**src/rtl/scan_chain_ctrl.sv**
```systemverilog
// Scan chain controller: optional capture cycle, then CHAIN_LEN shift cycles that
// unload the chain into CAP_DATA while loading a new pattern through SI.
module scan_chain_ctrl #(
  parameter int unsigned CHAIN_LEN  = 16,
  parameter int unsigned CAPTURE_EN = 1,
  parameter int unsigned CNT_W      = 8
) (
  input  logic                 CK,
  input  logic                 RSTN,
  input  logic                 START,
  input  logic                 STALL,
  input  logic [CHAIN_LEN-1:0] LD_DATA,
  input  logic                 SO,
  output logic                 SD,
  output logic                 SP,
  output logic                 SI,
  output logic [CHAIN_LEN-1:0] CAP_DATA,
  output logic                 BUSY,
  output logic                 DONE
);

  typedef enum logic [1:0] {IDLE, CAPTURE, SHIFT, FINISH} state_t;

  localparam logic [CHAIN_LEN-1:0] ONE  = {{(CHAIN_LEN-1){1'b0}}, 1'b1};
  localparam logic [CNT_W-1:0]     LAST = CNT_W'(CHAIN_LEN - 1);

  state_t                 state_q, state_d;
  logic [CNT_W-1:0]       cnt_q, cnt_d;
  logic [CHAIN_LEN-1:0]   shadow_q, shadow_d;
  logic [CHAIN_LEN-1:0]   cap_q, cap_d;
  logic                   sd_q, sd_d;
  logic                   sp_q, sp_d;
  logic                   si_q, si_d;
  logic                   busy_q, busy_d;
  logic                   done_q, done_d;

  always_comb begin
    state_d  = state_q;
    cnt_d    = cnt_q;
    shadow_d = shadow_q;
    cap_d    = cap_q;
    case (state_q)
      IDLE: begin
        if (START) begin
          shadow_d = LD_DATA;
          cnt_d    = '0;
          state_d  = (CAPTURE_EN != 0) ? CAPTURE : SHIFT;
        end
      end
      CAPTURE: state_d = SHIFT;
      SHIFT: begin
        // sp_q is high exactly in the enabled (non-stalled) shift cycles
        if (sp_q) begin
          cap_d = (cap_q & ~(ONE << cnt_q)) |
                  ({{(CHAIN_LEN-1){1'b0}}, SO} << cnt_q);
          if (cnt_q == LAST) begin
            cnt_d   = '0;
            state_d = FINISH;
          end else begin
            cnt_d = cnt_q + CNT_W'(1);
          end
        end
      end
      FINISH:  state_d = IDLE;
      default: state_d = IDLE;
    endcase

    // Outputs are registered, so they are decoded from the state being entered.
    sd_d   = (state_d == SHIFT);
    sp_d   = (state_d == CAPTURE) || ((state_d == SHIFT) && !STALL);
    si_d   = (state_d == SHIFT) && |(shadow_d & (ONE << cnt_d));
    busy_d = (state_d != IDLE);
    done_d = (state_d == FINISH);
  end

  always_ff @(posedge CK or negedge RSTN) begin
    if (!RSTN) begin
      state_q  <= IDLE;
      cnt_q    <= '0;
      shadow_q <= '0;
      cap_q    <= '0;
      sd_q     <= 1'b0;
      sp_q     <= 1'b0;
      si_q     <= 1'b0;
      busy_q   <= 1'b0;
      done_q   <= 1'b0;
    end else begin
      state_q  <= state_d;
      cnt_q    <= cnt_d;
      shadow_q <= shadow_d;
      cap_q    <= cap_d;
      sd_q     <= sd_d;
      sp_q     <= sp_d;
      si_q     <= si_d;
      busy_q   <= busy_d;
      done_q   <= done_d;
    end
  end

  assign SD       = sd_q;
  assign SP       = sp_q;
  assign SI       = si_q;
  assign CAP_DATA = cap_q;
  assign BUSY     = busy_q;
  assign DONE     = done_q;

endmodule
```
**config.mk**
```make
export PLATFORM = sky130hd
export DESIGN_NAME = scan_chain_ctrl
export DESIGN_NICKNAME = d
export VERILOG_FILES = /design/src/rtl/scan_chain_ctrl.sv
export SDC_FILE = /design/constraint.sdc
export NUM_CORES = 1
export LEC_CHECK = 0
export CORE_MARGIN = 3
export CORE_UTILIZATION = 40
export CTS_CLUSTER_DIAMETER = 60
export DETAILED_ROUTE_END_ITERATION = 10
export PLACE_DENSITY = 0.66
export SETUP_SLACK_MARGIN = 0.2
export SKIP_CTS_REPAIR_TIMING = 1
export SYNTH_ARGS = -nofsm -noshare
export SYNTH_HDL_FRONTEND = slang
export SYNTH_SLANG_ARGS = --single-unit
export TNS_END_PERCENT = 50
```
**constraint.sdc**
```tcl
create_clock -name CK -period 2.6 [get_ports CK]
set_clock_uncertainty 0.2 [all_clocks]
set_input_delay 0.65 -clock CK [delete_from_list [all_inputs] [get_ports CK]]
set_output_delay 0.65 -clock CK [all_outputs]
set_load 0.005 [all_outputs]
```
==> results of run 1 <==
worst max-delay path, cell delays in order (launching register included):
cell     delay, ns
dfrtp_2       0.46
or4_4         0.58
or4_4         0.52
nor2_1        0.13
mux2_1        0.33
layer usage:
layer	part of all wire (%)	wire length, um	track usage (%)
met1	48	2380	23.0
met2	47	2300	21.6
met3	4.0	197	3.69
met4	0.98	48	4.98
met5	0	0	0
flip-flops by register name, summed over array words and instances, names as in the netlist:
signal	cells
CAP_DATA	16
BUSY	1
cnt_q	8
shadow_q	16
DONE	1
SI	1
state_q	2
SP	1
SD	1
where the power goes:
part	switching, mW	internal [mW]
clock network	0.260	0.193
registers	0.126	0.975
logic	0.741	0.895
logic make-up after synthesis:
family | count (synthesis) | share of synthesized area (%)
AO/OA/AOI/OAI | 29 | 8.06
AND/OR/NAND/NOR | 62 | 14.2
flip-flops | 47 | 50.5
XOR/XNOR | 1 | 0.376
buffers and inverters | 15 | 3.49
adder cells (fa/ha/maj) | 3 | 1.61
multiplexers | 45 | 21.8
final timing paths:
| path | start | to |
|---|---|---|
| min in group CK | shadow_q[10] | shadow_q[10] |
| max in group asynchronous | RSTN | cnt_q[4] |
| worst min-delay path | RSTN | shadow_q[11] |
| worst max-delay path | cnt_q[5] | CAP_DATA[4] |
| worst min register to register | shadow_q[10] | shadow_q[10] |
| worst max register to register | cnt_q[5] | CAP_DATA[4] |
layout make-up:
class	count	area (sq um)	area share, %
inverter	5	18.8	0.599
tap	72	90.1	2.87
multi-input combinational	140	1130	36.2
timing repair buffer	65	622	19.8
clock buffer	5	68.8	2.19
clock inverter	3	23.8	0.758
sequential	47	1180	37.6
stage by stage:
step	instance area [sq um]	hold slack, ns	power (mW)	util [%]
4_1_cts	3030	0.120	3.05	54.3
6_report	3140	0.115	3.19	56.3
3_5_place_dp	2930	0.282	2.59	52.6
3_3_place_gp	2930	0.272	2.57	52.6
5_1_grt	3140	0.137	3.42	56.3
2_1_floorplan	2330	0.154	1.99	-
placed cells by master (no fill, tap or decap), types with 2 or more instances in the layout:
cell             count
nor3_1               2
clkinvlp_4           2
inv_1                4
nor2_1              12
nand3_1              8
o21ai_0              5
clkbuf_8             5
dfrtp_2              2
mux2i_1              8
or4_4                2
clkdlybuf4s50_1     39
buf_4               21
a31oi_1              2
and3_1               2
dfrtp_1             45
o31ai_1              2
mux2_2              31
nand2_1             16
nand2b_1             3
mux2i_4              2
and4_1               2
o22ai_1              3
a21oi_1              4
nand4b_1             2
o21ai_1              2
o21ai_2              3
mux2_1               4
nor2b_1              3
nand4_1              2
==> results.md, run 1 <==
- Run status: finished, final reports clean
- Pre-CTS setup slack: -0.317 ns
- Post-synth EDFFs: 0
- Synth unique cells: 42
- I/O Buffers: 41
- Reg2reg path depth: 4
- CTS tree: built
- Setup-failing EPs final: 0
- Die height: 82.3 um
- Maximum VDD drop: 0.000675 V
- Count leader, synth: dfrtp_1
- Commonest cells in the synthesized netlist: dfrtp_1 (47), mux2_2 (31), nand2_1 (18), nor2_1 (12), mux2i_1 (9)
- Worst setup path class: reg2reg
- Post-route ant nets: 0
- Worst-path maximum fanout: 7
- Post-DP HPWL: 3560 um
- Fin cells: ~340
- Synth async-reset ratio: 100%
- Worst Path Arrival: 2.33 ns
- Gr ovfl total: 0
- Layout cells sized above 1: between 30% and 40%
- Routed vias/inst: 5.16
- Row count: 27
- Syn Area/Cell: 11.5 sq um
- First-pass GRT wire length: 8030 um
- Slew @ Worst Pin: 0.518 ns
- Initial antenna violation count: 0
- Top FF cell, synth: dfrtp_1
- Leak: 1.34 nW
- Clock Latency Late Sink: 0.30 ns
- Netlist Area Pre-Place: 2330 sq um
- Period utilisation layout: 89.9%
- CTS max path bufs: 2
- ANT cells: 0
- Final Max Tran Viols: 0
- Clock sinks: 47
- Power density over the cells: 1020 nW/um^2
- Ranking of synthesized cells by area: dfrtp_1 (50%), mux2_2 (15%), mux2i_1 (3.9%), nand2_1 (2.9%), mux2_1 (1.9%)
- CP startpoint kind: flop
- Initial DRC count: 91
- Synthesized flop and latch total: 47
- Drt drc: 0
- Req. time, crit path: between 2 and 3 ns
- Max_cap viols: 0
- Detailed Route WL: 4920 um
- Tmin final: 2.34 ns
- Largest net degree at the start of global routing: 23
- DR vias: 1,738
- H-tree depth: 2
- Avg WL per Cell: 14.6 um
- Core Area: 5570 sq um
- FMAX: 428 MHz
- Placed Instances: 326
- Worst Hold Class: in2async
- Final hold violation count: 0
- Setup total negative slack: 0 ns
- Gpl congestion: 0.860
- Die ar.: 6780 sq um
- Gate Count Post-Synth: 202
- Reg clk slew, reported paths: 0.09 ns
- Worst Slack Setup Final: 0.264 ns
- Ports: 42
- Synth area leader: dfrtp_1
- Unrepaired setup endpoints after global routing: yes
- Num CTS Buffers: 5
- Yosys warnings: 0
- Die span in x: 82.3 um
- Starting density of the core: about two fifths
- Top cell type's share of synthesized area: between 50% and 60%
- Syn Nets: 226
- Vias in the first global route: 1,659
- Sequential fraction of the synthesis area: 50.5%
- CTS root buffer: clkbuf_8
- Endpoint class of the critical path: flop
- Synthesis-to-finish area growth: 34.6%
- Total GRT Usage: 15.4%
- DRT Pass-1 Iters: 4
- R2R setup slack: 0.26 ns
- Nets: 288
- Fillers: slightly below 500
- Headroom to the max-slew limit: between 60 and 70%
(Power assumes the default switching activity.)
==> run 2: changes to the inputs <==
Settings changed: SETUP_SLACK_MARGIN 0.2 to default.
==> run 2 against run 1 <==
  * Critical path depth rose by 5
  * Worst setup slack got worse by 0.12 ns
  * Sequential share of layout area rose by 1.1 points
  * Power fell by 4.4%
  * Wire length fell by 4.3%
  * Cell area fell by 3.1%
  * Clock-buffer cell count did not move
  * Largest power group unchanged
  * Largest cell class unchanged
  * Global-route usage did not move
  * Die area did not move
  * Fmax fell by 4.8%
  * Clock power barely moved
  * Highest routed layer unchanged
  * Register-to-register slack got worse by 0.07 ns
==> results.md, run 2 (synthesized netlist as in run 1, its figures left out) <==
- Power density over the cells: 1000 nW/um^2
- Clock share of power: 14.8%
- Drt drc: 0
- Combinational share of power: 49.4%
- Row count: 27
- Worst setup path class: in2reg
- Synthesis-to-finish area growth: 30.4%
- Ports: 42
- I/O Buffers: 41
- P_int: 1.99 mW
- Placed Instances: 326
- Starting density of the core: 41.8%
- Nets: 285
- Max_cap viols: 0
- CTS root buffer: clkbuf_8
- Cell depth of the worst setup path: 9
- FMAX: 407 MHz
- Maximum VDD drop: approximately 0.0006 V
- CTS tree: built
- Switching Share: a little over a third
- Reg2reg path depth: 10
- Unrepaired setup endpoints after global routing: no
- Tmin final: between 2 and 2.5 ns
- Total GRT Usage: 15.4%
- Leak: 1.30 nW
- Detailed Route WL: 4710 um
- Period utilisation layout: 94.4%
- Headroom to the max-slew limit: 65.9%
- Core Area: 5570 sq um
- R2r startpoint: state_q[0]
- First-pass GRT wire length: 8030 um
- Worst Path Arrival: 2.43 ns
- H-tree depth: 2
- Worst Hold Class: in2async
- Num CTS Buffers: 5
- Largest net degree at the start of global routing: 23
- ANT cells: 0
- Initial antenna violation count: 0
- Gr ovfl total: 0
- Run status: finished, final reports clean
- Final hold violation count: 0
- CTS max path bufs: 2
- Pwr Total: 3.05 mW
- Worst hold slack: 0.114 ns
- Clock sinks: 47
- CP startpoint kind: input pin
- Worst Setup SP: START
- Avg WL per Cell: between 10 and 15 um
- Seq pwr share: 35.9%
- DRT Pass-1 Iters: 4
- Post-route ant nets: 0
- Slew @ Worst Pin: 0.511 ns
- Vias in the first global route: 1,659
- Clock Latency Late Sink: 0.30 ns
- Slowest CP cell: clkdlybuf4s50_1
- Final Max Tran Viols: 0
- NetSw: roughly 1.1 mW
- Post-DP HPWL: approximately 3600 um
- Die ar.: between 6000 and 7000 sq um
- Die span in x: slightly above 80 um
- Fin cells: about 330
- Final Util: 54.5%
- Die height: between 80 and 90 um
- Routed vias/inst: roughly 5.1
- WL met3: 206 um
- Most common cell after layout, fill and taps aside: dfrtp_1
- Worst stage delay on the critical path: 0.43 ns
- Req. time, crit path: 2.58 ns
- Initial DRC count: 129
- Commonest cells after routing, fill and taps aside: dfrtp_1 (47), clkdlybuf4s50_1 (40), mux2_2 (31)
- Worst-path maximum fanout: 13
- CP most frequent cell: mux2i_1
- Worst path top cell family by delay: buffers and inverters
- Endpoint class of the critical path: flop
- Setup-failing EPs final: 0
- Gpl congestion: 0.860
- Reg clk slew, reported paths: ~0.09 ns
- DR vias: 1,712
- WL met2: 2120 um
- WL met1: 2300 um
- Critical path buffers and inverters: 3
- Layout cells sized above 1: between 20% and 30%
- Top layer in use: met4
- CP Cell Sequence: clkdlybuf4s50_1, buf_4, nand2_1, buf_12, mux2_2, mux2i_1, mux2i_1, o22ai_1, a211oi_2
[run 2: cell count changes in the layout (fill, tap and decap cells not counted), moves of 2 or more]
cell / before / now
dfrtp_1: 45 / 47
ha_1: 1 / 3
o21ai_2: 3 / 1
dfrtp_2: 2 / 0
o21ai_1: 2 / 4
nand2_1: 16 / 18
[run 2: power groups by stage]
| stage | Sequential, mW | Combinational, mW | Clock [mW] |
|---|---|---|---|
| floorplan | 1.08 | 0.913 | 0 |
| detailed placement | 1.11 | 1.48 | 0 |
| global route | 1.13 | 1.67 | 0.497 |
| CTS | 1.09 | 1.49 | 0.463 |
| global placement | 1.10 | 1.46 | 0 |
| finish | 1.09 | 1.51 | 0.450 |
[run 2: per-layer routing]
| metal | up-vias | track usage [%] |
|---|---|---|
| li1 | 847 | - |
| met1 | 822 | 23.0 |
| met2 | 35 | 21.6 |
| met3 | 8 | 3.69 |
| met4 | 0 | 4.98 |
| met5 | - | 0 |
[run 2: worst paths after layout]
path	endpoint	slack [ns]
min in group CK	shadow_q[10]	0.30
max in group asynchronous	shadow_q[8]	1.50
min	shadow_q[11]	0.11
max	SI	0.15
max reg2reg	SI	0.19
min reg2reg	shadow_q[10]	0.30
[run 2: final cells by class]
cell class | instances | area, sq um
clock inverter | 3 | 23.8
fill | 506 | 2540
clock buffer | 5 | 68.8
timing repair buffer | 62 | 576
tap | 72 | 90.1
multi-input combinational | 140 | 1080
sequential | 47 | 1180
inverter | 5 | 18.8
[run 2: per-stage QoR]
step	TNS, ns	instance area [sq um]	setup slack [ns]
after floorplan	0	2330	0.262
after global placement	-0.202	2930	-0.202
after detailed placement	-0.317	2930	-0.317
after CTS	-0.0564	3030	-0.0564
after global routing	0	3040	0.00898
final	0	3040	0.146
[run 2: worst reg2reg max path, cell delays in order (launching register included)]
cell,delay (ns)
dfrtp_1,0.37
inv_1,0.09
ha_1,0.37
mux2_2,0.24
o21ai_1,0.11
buf_4,0.18
mux2i_4,0.17
mux2i_1,0.10
nor3b_1,0.20
nor2_1,0.08
a211oi_2,0.23
==> run 3: changes to the inputs <==
Settings changed: CORE_MARGIN 3 to default.
==> run 3 against run 2 <==
  * Non-clock buffer count fell by 2
  * Clock-buffer cell count rose by 1
  * Global-route usage rose by 1.7 points
  * Clock power rose by 21%
  * Wire length fell by 0.76%
  * Sequential cell count did not move
  * Cell area rose by 0.21%
  * First-iteration DRC count fell by 35%
  * Power rose by 3.3%
  * Critical path type unchanged
  * Critical endpoint unchanged
==> results.md, run 3 (synthesized netlist as in run 1, its figures left out) <==
- Initial DRC count: 84
- Sequential cell area: 1180 sq um
- Layout cells sized above 1: 26.9%
- Post-route ant nets: 0
- Max_cap viols: 0
- DRT Pass-1 Iters: 4
- Run status: finished, final reports clean
- Pre-CTS setup slack: -0.334 ns
- Power density over the cells: 1030 nW/um^2
- WL met1: 2280 um
- Routed vias/inst: 5.16
- Die span in x: 78.3 um
- Total GRT Usage: between 15 and 20%
- Placed Instances: around 320
- Maximum VDD drop: 0.000555 V
- ANT cells: 0
- Setup-failing EPs final: 0
- Ports: 42
- Fin cells: 332
- Initial antenna violation count: 0
- DR vias: 1,714
- Worst setup path class: in2reg
- Nets: 283
- CP startpoint kind: input pin
- Gr ovfl total: 0
- Endpoint class of the critical path: flop
- Pwr Total: 3.15 mW
- Commonest cells after routing, fill and taps aside: dfrtp_1 (47), clkdlybuf4s50_1 (40), mux2_2 (31)
- Vias in the first global route: 1,708
- First-pass GRT wire length: roughly 8100 um
- CP most frequent cell: mux2i_1
- Req. time, crit path: 2.58 ns
- CTS root buffer: clkbuf_8
- Leak: 1.31 nW
- Core Area: 5570 sq um
- Headroom to the max-slew limit: 60.4%
- Post-DP HPWL: 3330 um
- Period utilisation layout: 95.1%
- Avg WL per Cell: 14.1 um
- Worst Slack Setup Final: 0.128 ns
- Most common cell after layout, fill and taps aside: dfrtp_1
- WL met3: between 150 and 200 um
- CTS tree: built
- Worst stage delay on the critical path: between 0.4 and 0.5 ns
- Setup total negative slack: 0 ns
- Slew @ Worst Pin: slightly below 0.6 ns
- Reg clk slew, reported paths: 0.09 ns
- Worst Hold Class: in2async
- Final Max Tran Viols: 0
- Worst Path Arrival: 2.45 ns
- CTS max path bufs: 2
- Tmin final: between 2 and 2.5 ns
- Synthesis-to-finish area growth: 30.7%
- Unrepaired setup endpoints after global routing: no
- Row count: 27
- Multi-input gate area: 1080 sq um
- Largest net degree at the start of global routing: 48
- Die ar.: 6130 sq um
- Fillers: 504
- Die height: 78.3 um
- Worst-path maximum fanout: 10
- Drt drc: 0
- Gpl congestion: 0.838
- Starting density of the core: 41.8%
- H-tree depth: 2
- FMAX: 405 MHz
- Clock Latency Late Sink: 0.29 ns
- Slowest CP cell: clkdlybuf4s50_1
- Final hold violation count: 0
- I/O Buffers: 41
- CP Cell Sequence: clkdlybuf4s50_1, mux2_2, o21ai_0, a22o_2, mux2i_1, mux2i_1, o22ai_1, a211oi_2
- Top layer in use: met4
- Detailed Route WL: 4670 um
- WL met2: 2140 um
- Num CTS Buffers: 5
- Clock sinks: 47
run 3: critical path: cells and delay by family:
kind,cells,cell delay (ns)
compound gates,4,0.74
buf+inv,1,0.45
mux,3,0.60
run 3: report_power, final:
| group | internal (mW) | total, mW | leakage (nW) | switching (mW) |
|---|---|---|---|---|
| combinational | 0.828 | 1.51 | 0.658 | 0.685 |
| clock | 0.311 | 0.543 | 0.0612 | 0.232 |
| sequential | 0.975 | 1.09 | 0.588 | 0.118 |
| total | 2.11 | 3.15 | 1.31 | 1.04 |
run 3: metal layers:
metal  vias to the layer above  track usage [%]
li1                        839                -
met4                         0             6.11
met1                       835             24.0
met5                         -                0
met2                        32             26.0
met3                         8             3.49
run 3: worst paths after layout:
kind                            slack, ns  cells after the start   startpoint           to
worst max-delay path                 0.13                      8        START           SI
worst min-delay path                 0.23                      2         RSTN  CAP_DATA[5]
worst max register to register       0.18                      4     cnt_q[5]  CAP_DATA[0]
worst min register to register       0.29                      1  CAP_DATA[5]  CAP_DATA[5]
max in group asynchronous            1.56                      2         RSTN           SI
min in group CK                      0.29                      1  CAP_DATA[5]  CAP_DATA[5]
run 3: final cells by class:
type	instances	share of cell area (%)
sequential	47	38.6
multi-input combinational	140	35.5
timing repair buffer	60	18.4
tap	72	2.96
clock buffer	6	2.71
clock inverter	2	1.15
inverter	5	0.617
run 3: per-stage QoR:
stage / hold WS, ns / instance area, sq um / util, %
after detailed placement: 0.278 / 2920 / 52.3
after CTS: 0.255 / 3040 / 54.5
after global routing: 0.300 / 3040 / 54.6
after floorplan: 0.154 / 2330 / -
after global placement: 0.270 / 2920 / 52.3
final: 0.230 / 3040 / 54.6
==> variant 1: new RTL, flow settings as in run 2 <==
Change the parameter `CAPTURE_EN` from 1 to 0.
--- a/src/rtl/scan_chain_ctrl.sv
+++ b/src/rtl/scan_chain_ctrl.sv
@@ -3,5 +3,5 @@
 module scan_chain_ctrl #(
   parameter int unsigned CHAIN_LEN  = 16,
-  parameter int unsigned CAPTURE_EN = 1,
+  parameter int unsigned CAPTURE_EN = 0,
   parameter int unsigned CNT_W      = 8
 ) (
Check against the original RTL: not equivalent (Yosys sat finds a counterexample within 4 cycles, from zero or initial values and one cycle with RSTN low).
==> variant 1 against run 2 <==
Die area shrank 1.7%. Wire length shrank 0.85%. Worst setup slack lost 0.040 ns. Sequential cell count is the same. Total power grew 18%. Design area grew 1.5%. Area after synthesis shrank 1.8%. Utilization grew 3.6 points. Sequential share of layout area shrank 0.57 points. Hold slack gained 0.12 ns. Via count shrank 1.8%. Largest cell class unchanged. Highest routed layer unchanged.
==> variant 1: results (changes against run 2) <==
Critical path
The top fanout value on the critical path is 10 (was 13). The data arrival time of the worst path is 2.47 ns (was 2.43 ns). The depth of the worst register-to-register path was 9 (was 10). The startpoint of the most critical register-to-register path is state_q[1] (was state_q[0]). The internal reg-to-reg setup slack was 0.11 ns (was 0.19 ns).

Detailed routing
The final routed wire length divided by cell count is 14.1 um (about the same). The number of vias after detailed routing was 1682 (was 1712). The wire length reported by the detailed router is 4670 um (was 4710 um).

The violation count after the first detailed-route iteration came to 38 (was 129).

Run status
Result of the run: completed (unchanged).

Global routing
The global-route track usage on met1 is 0.185 (was 0.230). The total track usage is 0.148 (was 0.154). The maximum number of pins on one net before global-route repair is 48 (was 23). The met3 usage is 0.0329 (was 0.0369).

The met2 capacity usage during global routing is 0.252 (was 0.216). The via count of the first global-routing pass is 1756 (was 1659). The first-pass GRT wire length is 7690 um (was 8030 um).

Layout
The final-layout fill cell count came to 464 (was 506). The ratio of cells with drive above 1 in the final layout came to 0.272 (was 0.271).

Place
The final estimated routing congestion in global placement came to 0.771 (was 0.860). The HPWL reported at the end of detailed placement is 3220 um (was 3560 um).

Synthesis
The part of the Yosys area used for sequential elements was 0.514 (was 0.505). Most numerous cell types in the synthesized netlist: sky130_fd_sc_hd__dfrtp_1, sky130_fd_sc_hd__mux2_2, sky130_fd_sc_hd__nand2_1, sky130_fd_sc_hd__nor2_1, sky130_fd_sc_hd__o21ai_0 (was sky130_fd_sc_hd__dfrtp_1, sky130_fd_sc_hd__mux2_2, sky130_fd_sc_hd__nand2_1, sky130_fd_sc_hd__nor2_1, sky130_fd_sc_hd__mux2i_1). Cells taking the most area after synthesis: sky130_fd_sc_hd__dfrtp_1, sky130_fd_sc_hd__mux2_2, sky130_fd_sc_hd__nand2_1, sky130_fd_sc_hd__nor2_1, sky130_fd_sc_hd__mux2_1 (was sky130_fd_sc_hd__dfrtp_1, sky130_fd_sc_hd__mux2_2, sky130_fd_sc_hd__mux2i_1, sky130_fd_sc_hd__nand2_1, sky130_fd_sc_hd__mux2_1). The synthesized netlist net count came to 227 (was 226).

Timing
The worst relative slew slack is 0.610 (was 0.659). The final hold slack is 0.235 ns (was 0.114 ns).

Power
The largest vdd supply drop is 0.000424 V (was 0.000602 V). The switching share of total power was 0.355 (was 0.348). The leakage power total is 1.33 nW (was 1.30 nW).
==> variant 1: power groups by stage <==
| stage | clock (mW) | combinational [mW] | sequential (mW) |
|---|---|---|---|
| 6_report | 0.512 | 1.90 | 1.20 |
| 5_1_grt | 0.557 | 2.09 | 1.23 |
| 4_1_cts | 0.532 | 1.67 | 1.19 |
| 3_5_place_dp | 0 | 1.65 | 1.20 |
| 3_3_place_gp | 0 | 1.64 | 1.20 |
| 2_1_floorplan | 0 | 1.06 | 1.17 |
==> variant 1: area by class of cell <==
cell class,instances,area [um2],share of cell area
clock buffers,6,72.6,0.0235
clock inverters,1,30.0,0.00974
inverters,6,22.5,0.00731
multi-input cells,142,1130,0.368
flip-flops and latches,47,1180,0.381
well taps,70,87.6,0.0284
repair buffers,59,559,0.181
==> variant 1: metal layers <==
metal,vias up,share of wire
met4,0,0.011
met5,-,0
met1,811,0.45
met3,7,0.042
met2,30,0.50
li1,834,-
==> variant 1: cells by family after synthesis <==
| family | Yosys count | synth area share |
|---|---|---|
| simple gates | 69 | 0.149 |
| xor+xnor | 1 | 0.00383 |
| fa+ha+maj | 3 | 0.0164 |
| compound gates | 30 | 0.0908 |
| mux | 39 | 0.195 |
| buf+inv | 14 | 0.0306 |
| flops | 47 | 0.514 |
==> variant 1: through the flow <==
step	cell area, um2	power [mW]	setup WS (ns)	TNS [ns]	util
2_1_floorplan	2290	2.23	0.0357	0	-
3_3_place_gp	2880	2.83	-0.439	-0.439	0.543
3_5_place_dp	2880	2.86	-0.504	-0.504	0.543
4_1_cts	2980	3.39	-0.193	-0.193	0.563
5_1_grt	3080	3.88	-0.0170	-0.0170	0.581
6_report	3080	3.61	0.106	0	0.581
==> variant 1: how the worst max path moves through the flow <==
stage | startpoint | endpoint | cells past startpoint
2_1_floorplan | state_q[0] | SI | 9
4_1_cts | START | SI | 8
3_3_place_gp | START | SI | 8
3_5_place_dp | START | SI | 8
5_1_grt | state_q[1] | SI | 9
6_report | state_q[1] | SI | 9
==> variant 1: worst max-delay path, stage by stage, from the launching register on <==
cell	delay, ns
sky130_fd_sc_hd__dfrtp_1	0.40
sky130_fd_sc_hd__inv_1	0.09
sky130_fd_sc_hd__ha_4	0.18
sky130_fd_sc_hd__buf_4	0.15
sky130_fd_sc_hd__nand2_2	0.09
sky130_fd_sc_hd__buf_12	0.13
sky130_fd_sc_hd__mux2_2	0.34
sky130_fd_sc_hd__mux2_1	0.33
sky130_fd_sc_hd__a2111oi_4	0.37
sky130_fd_sc_hd__a2111oi_2	0.08
==> variant 2: new RTL, flow settings as in run 2 <==
Made on the original files. Re-encode `state_t` (4 states) as one-hot, 4 bits wide.
--- a/src/rtl/scan_chain_ctrl.sv
+++ b/src/rtl/scan_chain_ctrl.sv
@@ -20,5 +20,5 @@
 );
 
-  typedef enum logic [1:0] {IDLE, CAPTURE, SHIFT, FINISH} state_t;
+  typedef enum logic [3:0] {IDLE = 4'b0001, CAPTURE = 4'b0010, SHIFT = 4'b0100, FINISH = 4'b1000} state_t;
 
   localparam logic [CHAIN_LEN-1:0] ONE  = {{(CHAIN_LEN-1){1'b0}}, 1'b1};
Behaviour: same outputs for any inputs over 10 cycles, from zero or initial values and one cycle with RSTN low; not proved beyond that.
==> variant 2 against run 2 <==
Sequential cell count is 2 higher. Wire length is 4.3% higher. Maximum frequency rose by 0.16%. Sequential share of layout area down 0.59 points. Worst setup slack improved by 0.0040 ns. Total power decreased by 20%. Area after synthesis increased by 4.8%. Design area is 6.0% higher.
==> variant 2: results (changes against run 2) <==
Power
The leakage power total is 1.43 nW (was 1.30 nW). The largest vdd supply drop was 0.000407 V (was 0.000602 V).

Detailed routing
The highest metal layer with signal wires is met4 (unchanged). The violation count after the first detailed-route iteration is 77 (was 129). The first-pass detailed-route iteration total came to 4 (unchanged). The average via count per standard cell was 5.12 (was 5.13). The met2 wire length is 2340 um (was 2120 um).

The final routed wire length divided by cell count is 14.1 um (about the same). The total met3 wirelength after detailed routing is 215 um (was 206 um). The met1 layer wirelength in the final routing is 2310 um (was 2300 um).

Critical path
The depth of the worst register-to-register path is 6 (was 10). The startpoint of the most critical register-to-register path is state_q[0] (unchanged). The top fanout value on the critical path is 9 (was 13).

The maximum cell stage delay along the critical path is 0.59 ns (was 0.43 ns). The internal reg-to-reg setup slack is 0.15 ns (was 0.19 ns). The capture point of the worst reg-to-reg path is CAP_DATA[4] (was SI).

The slowest stage cell on the critical path is sky130_fd_sc_hd__or4b_4 (was sky130_fd_sc_hd__clkdlybuf4s50_1). The data arrival time of the worst path is 2.43 ns (about the same).

Place
The post-detailed-placement cell area is 0.00307 mm2 (was 0.00293 mm2). The pre-CTS setup slack is -0.300 ns (was -0.317 ns). The final estimated routing congestion in global placement is 0.820 (was 0.860).

The HPWL reported at the end of detailed placement is 3720 um (was 3560 um).

Layout
The ratio of cells with drive above 1 in the final layout is 0.260 (was 0.271). The number of nets in the final layout is 298 (was 285). The final-layout fill cell count came to 508 (was 506).

Timing
The final hold violation count came to 0 (unchanged). The pin slew with the least headroom to its limit is 0.482 ns (was 0.511 ns).

Clocking
The number of buffers between clock root and the deepest sink is 2 (unchanged). The clock latency of the later-clocked register in the worst-skew pair is roughly 0.29 ns.

Synthesis
The top flip-flop cell by instance count after synthesis is sky130_fd_sc_hd__dfrtp_1 (unchanged). The part of the Yosys area used for sequential elements is 0.503 (was 0.505). Cells taking the most area after synthesis: sky130_fd_sc_hd__dfrtp_1, sky130_fd_sc_hd__mux2_2, sky130_fd_sc_hd__mux2_1, sky130_fd_sc_hd__nand2_1, sky130_fd_sc_hd__nor2_1 (was sky130_fd_sc_hd__dfrtp_1, sky130_fd_sc_hd__mux2_2, sky130_fd_sc_hd__mux2i_1, sky130_fd_sc_hd__nand2_1, sky130_fd_sc_hd__mux2_1).

The number of distinct library cells after synthesis is 51 (was 42). Most numerous cell types in the synthesized netlist: sky130_fd_sc_hd__dfrtp_1, sky130_fd_sc_hd__nand2_1, sky130_fd_sc_hd__nor2_1, sky130_fd_sc_hd__mux2_2 (was sky130_fd_sc_hd__dfrtp_1, sky130_fd_sc_hd__mux2_2, sky130_fd_sc_hd__nand2_1, sky130_fd_sc_hd__nor2_1, sky130_fd_sc_hd__mux2i_1). The synthesized netlist net count is 237 (was 226).

Global routing
The number of antenna violations at the first check in global routing came to 0 (unchanged). The maximum number of pins on one net before global-route repair came to 31 (was 23). The total track usage is 0.145 (was 0.154).

The first-pass GRT wire length came to 8440 um (was 8030 um). The via count of the first global-routing pass is 1776 (was 1659).

Hold path
The worst hold path class is input pin to asynchronous set/reset pin (unchanged).

Run status
Result of the run: completed (unchanged).
## variant 2: changes by cell type after synthesis, moves of 3 or more
cell                              run 2  this run
sky130_fd_sc_hd__o22ai_1              3         0
sky130_fd_sc_hd__nor2_1              12        21
sky130_fd_sc_hd__nand2_1             18        21
sky130_fd_sc_hd__nand3_1              8         5
sky130_fd_sc_hd__clkbuf_1             5         2
sky130_fd_sc_hd__mux2_2              31        19
sky130_fd_sc_hd__mux2_1               4         9
sky130_fd_sc_hd__buf_2                2         5
sky130_fd_sc_hd__nand2b_1             3         6
sky130_fd_sc_hd__mux2i_1              9         6
## variant 2: layout make-up
type	instances	area, um2	share of cell area
clock buffer	8	90.1	0.0280
inverter	8	35.0	0.0109
multi-input combinational	149	1170	0.365
sequential	49	1230	0.381
tap	72	90.1	0.0280
timing repair buffer	63	602	0.187
## variant 2: cell families after synthesis
kind of cell               synth area share
AOI/OAI and AO/OA                     0.107
and+or+nand+nor                       0.191
xor gates and xnor gates            0.00359
buffers and inverters                0.0369
muxes                                 0.154
adders and majority gates           0.00512
DFF                                   0.503
## variant 2: how the worst max path moves through the flow
stage / start / endpoint / slack, ns / depth (start not counted)
global placement: START / SI / -0.28 / 8
global route: state_q[0] / CAP_DATA[4] / 0.04 / 6
detailed placement: START / SI / -0.30 / 8
floorplan: state_q[0] / CAP_DATA[0] / 0.11 / 8
CTS: START / SI / 0.02 / 8
finish: state_q[0] / CAP_DATA[4] / 0.15 / 6
## variant 2: report_power, final
group / switching (mW) / internal, mW / leakage [nW]
clock network: 0.233 / 0.217 / 0.0455
registers: 0.0844 / 0.949 / 0.633
logic: 0.481 / 0.466 / 0.756
total: 0.798 / 1.63 / 1.43
## variant 2: per-layer routing
metal	track usage	vias up
li1	-	883
met1	0.197	858
met2	0.234	42
met3	0.0365	5
met4	0.0365	0
met5	0	-
## variant 2: per-stage QoR
step           instances  hold slack, ns
2_1_floorplan        215           0.154
3_3_place_gp         341           0.257
3_5_place_dp         341           0.267
4_1_cts              349           0.115
5_1_grt              349           0.127
6_report             349           0.108
## variant 2: worst max-delay path, delay by kind of cell (launching register included)
family | cells | cell delay, ns
flip-flops | 1 | 0.42
multiplexers | 1 | 0.32
AND/OR/NAND/NOR | 5 | 1.39
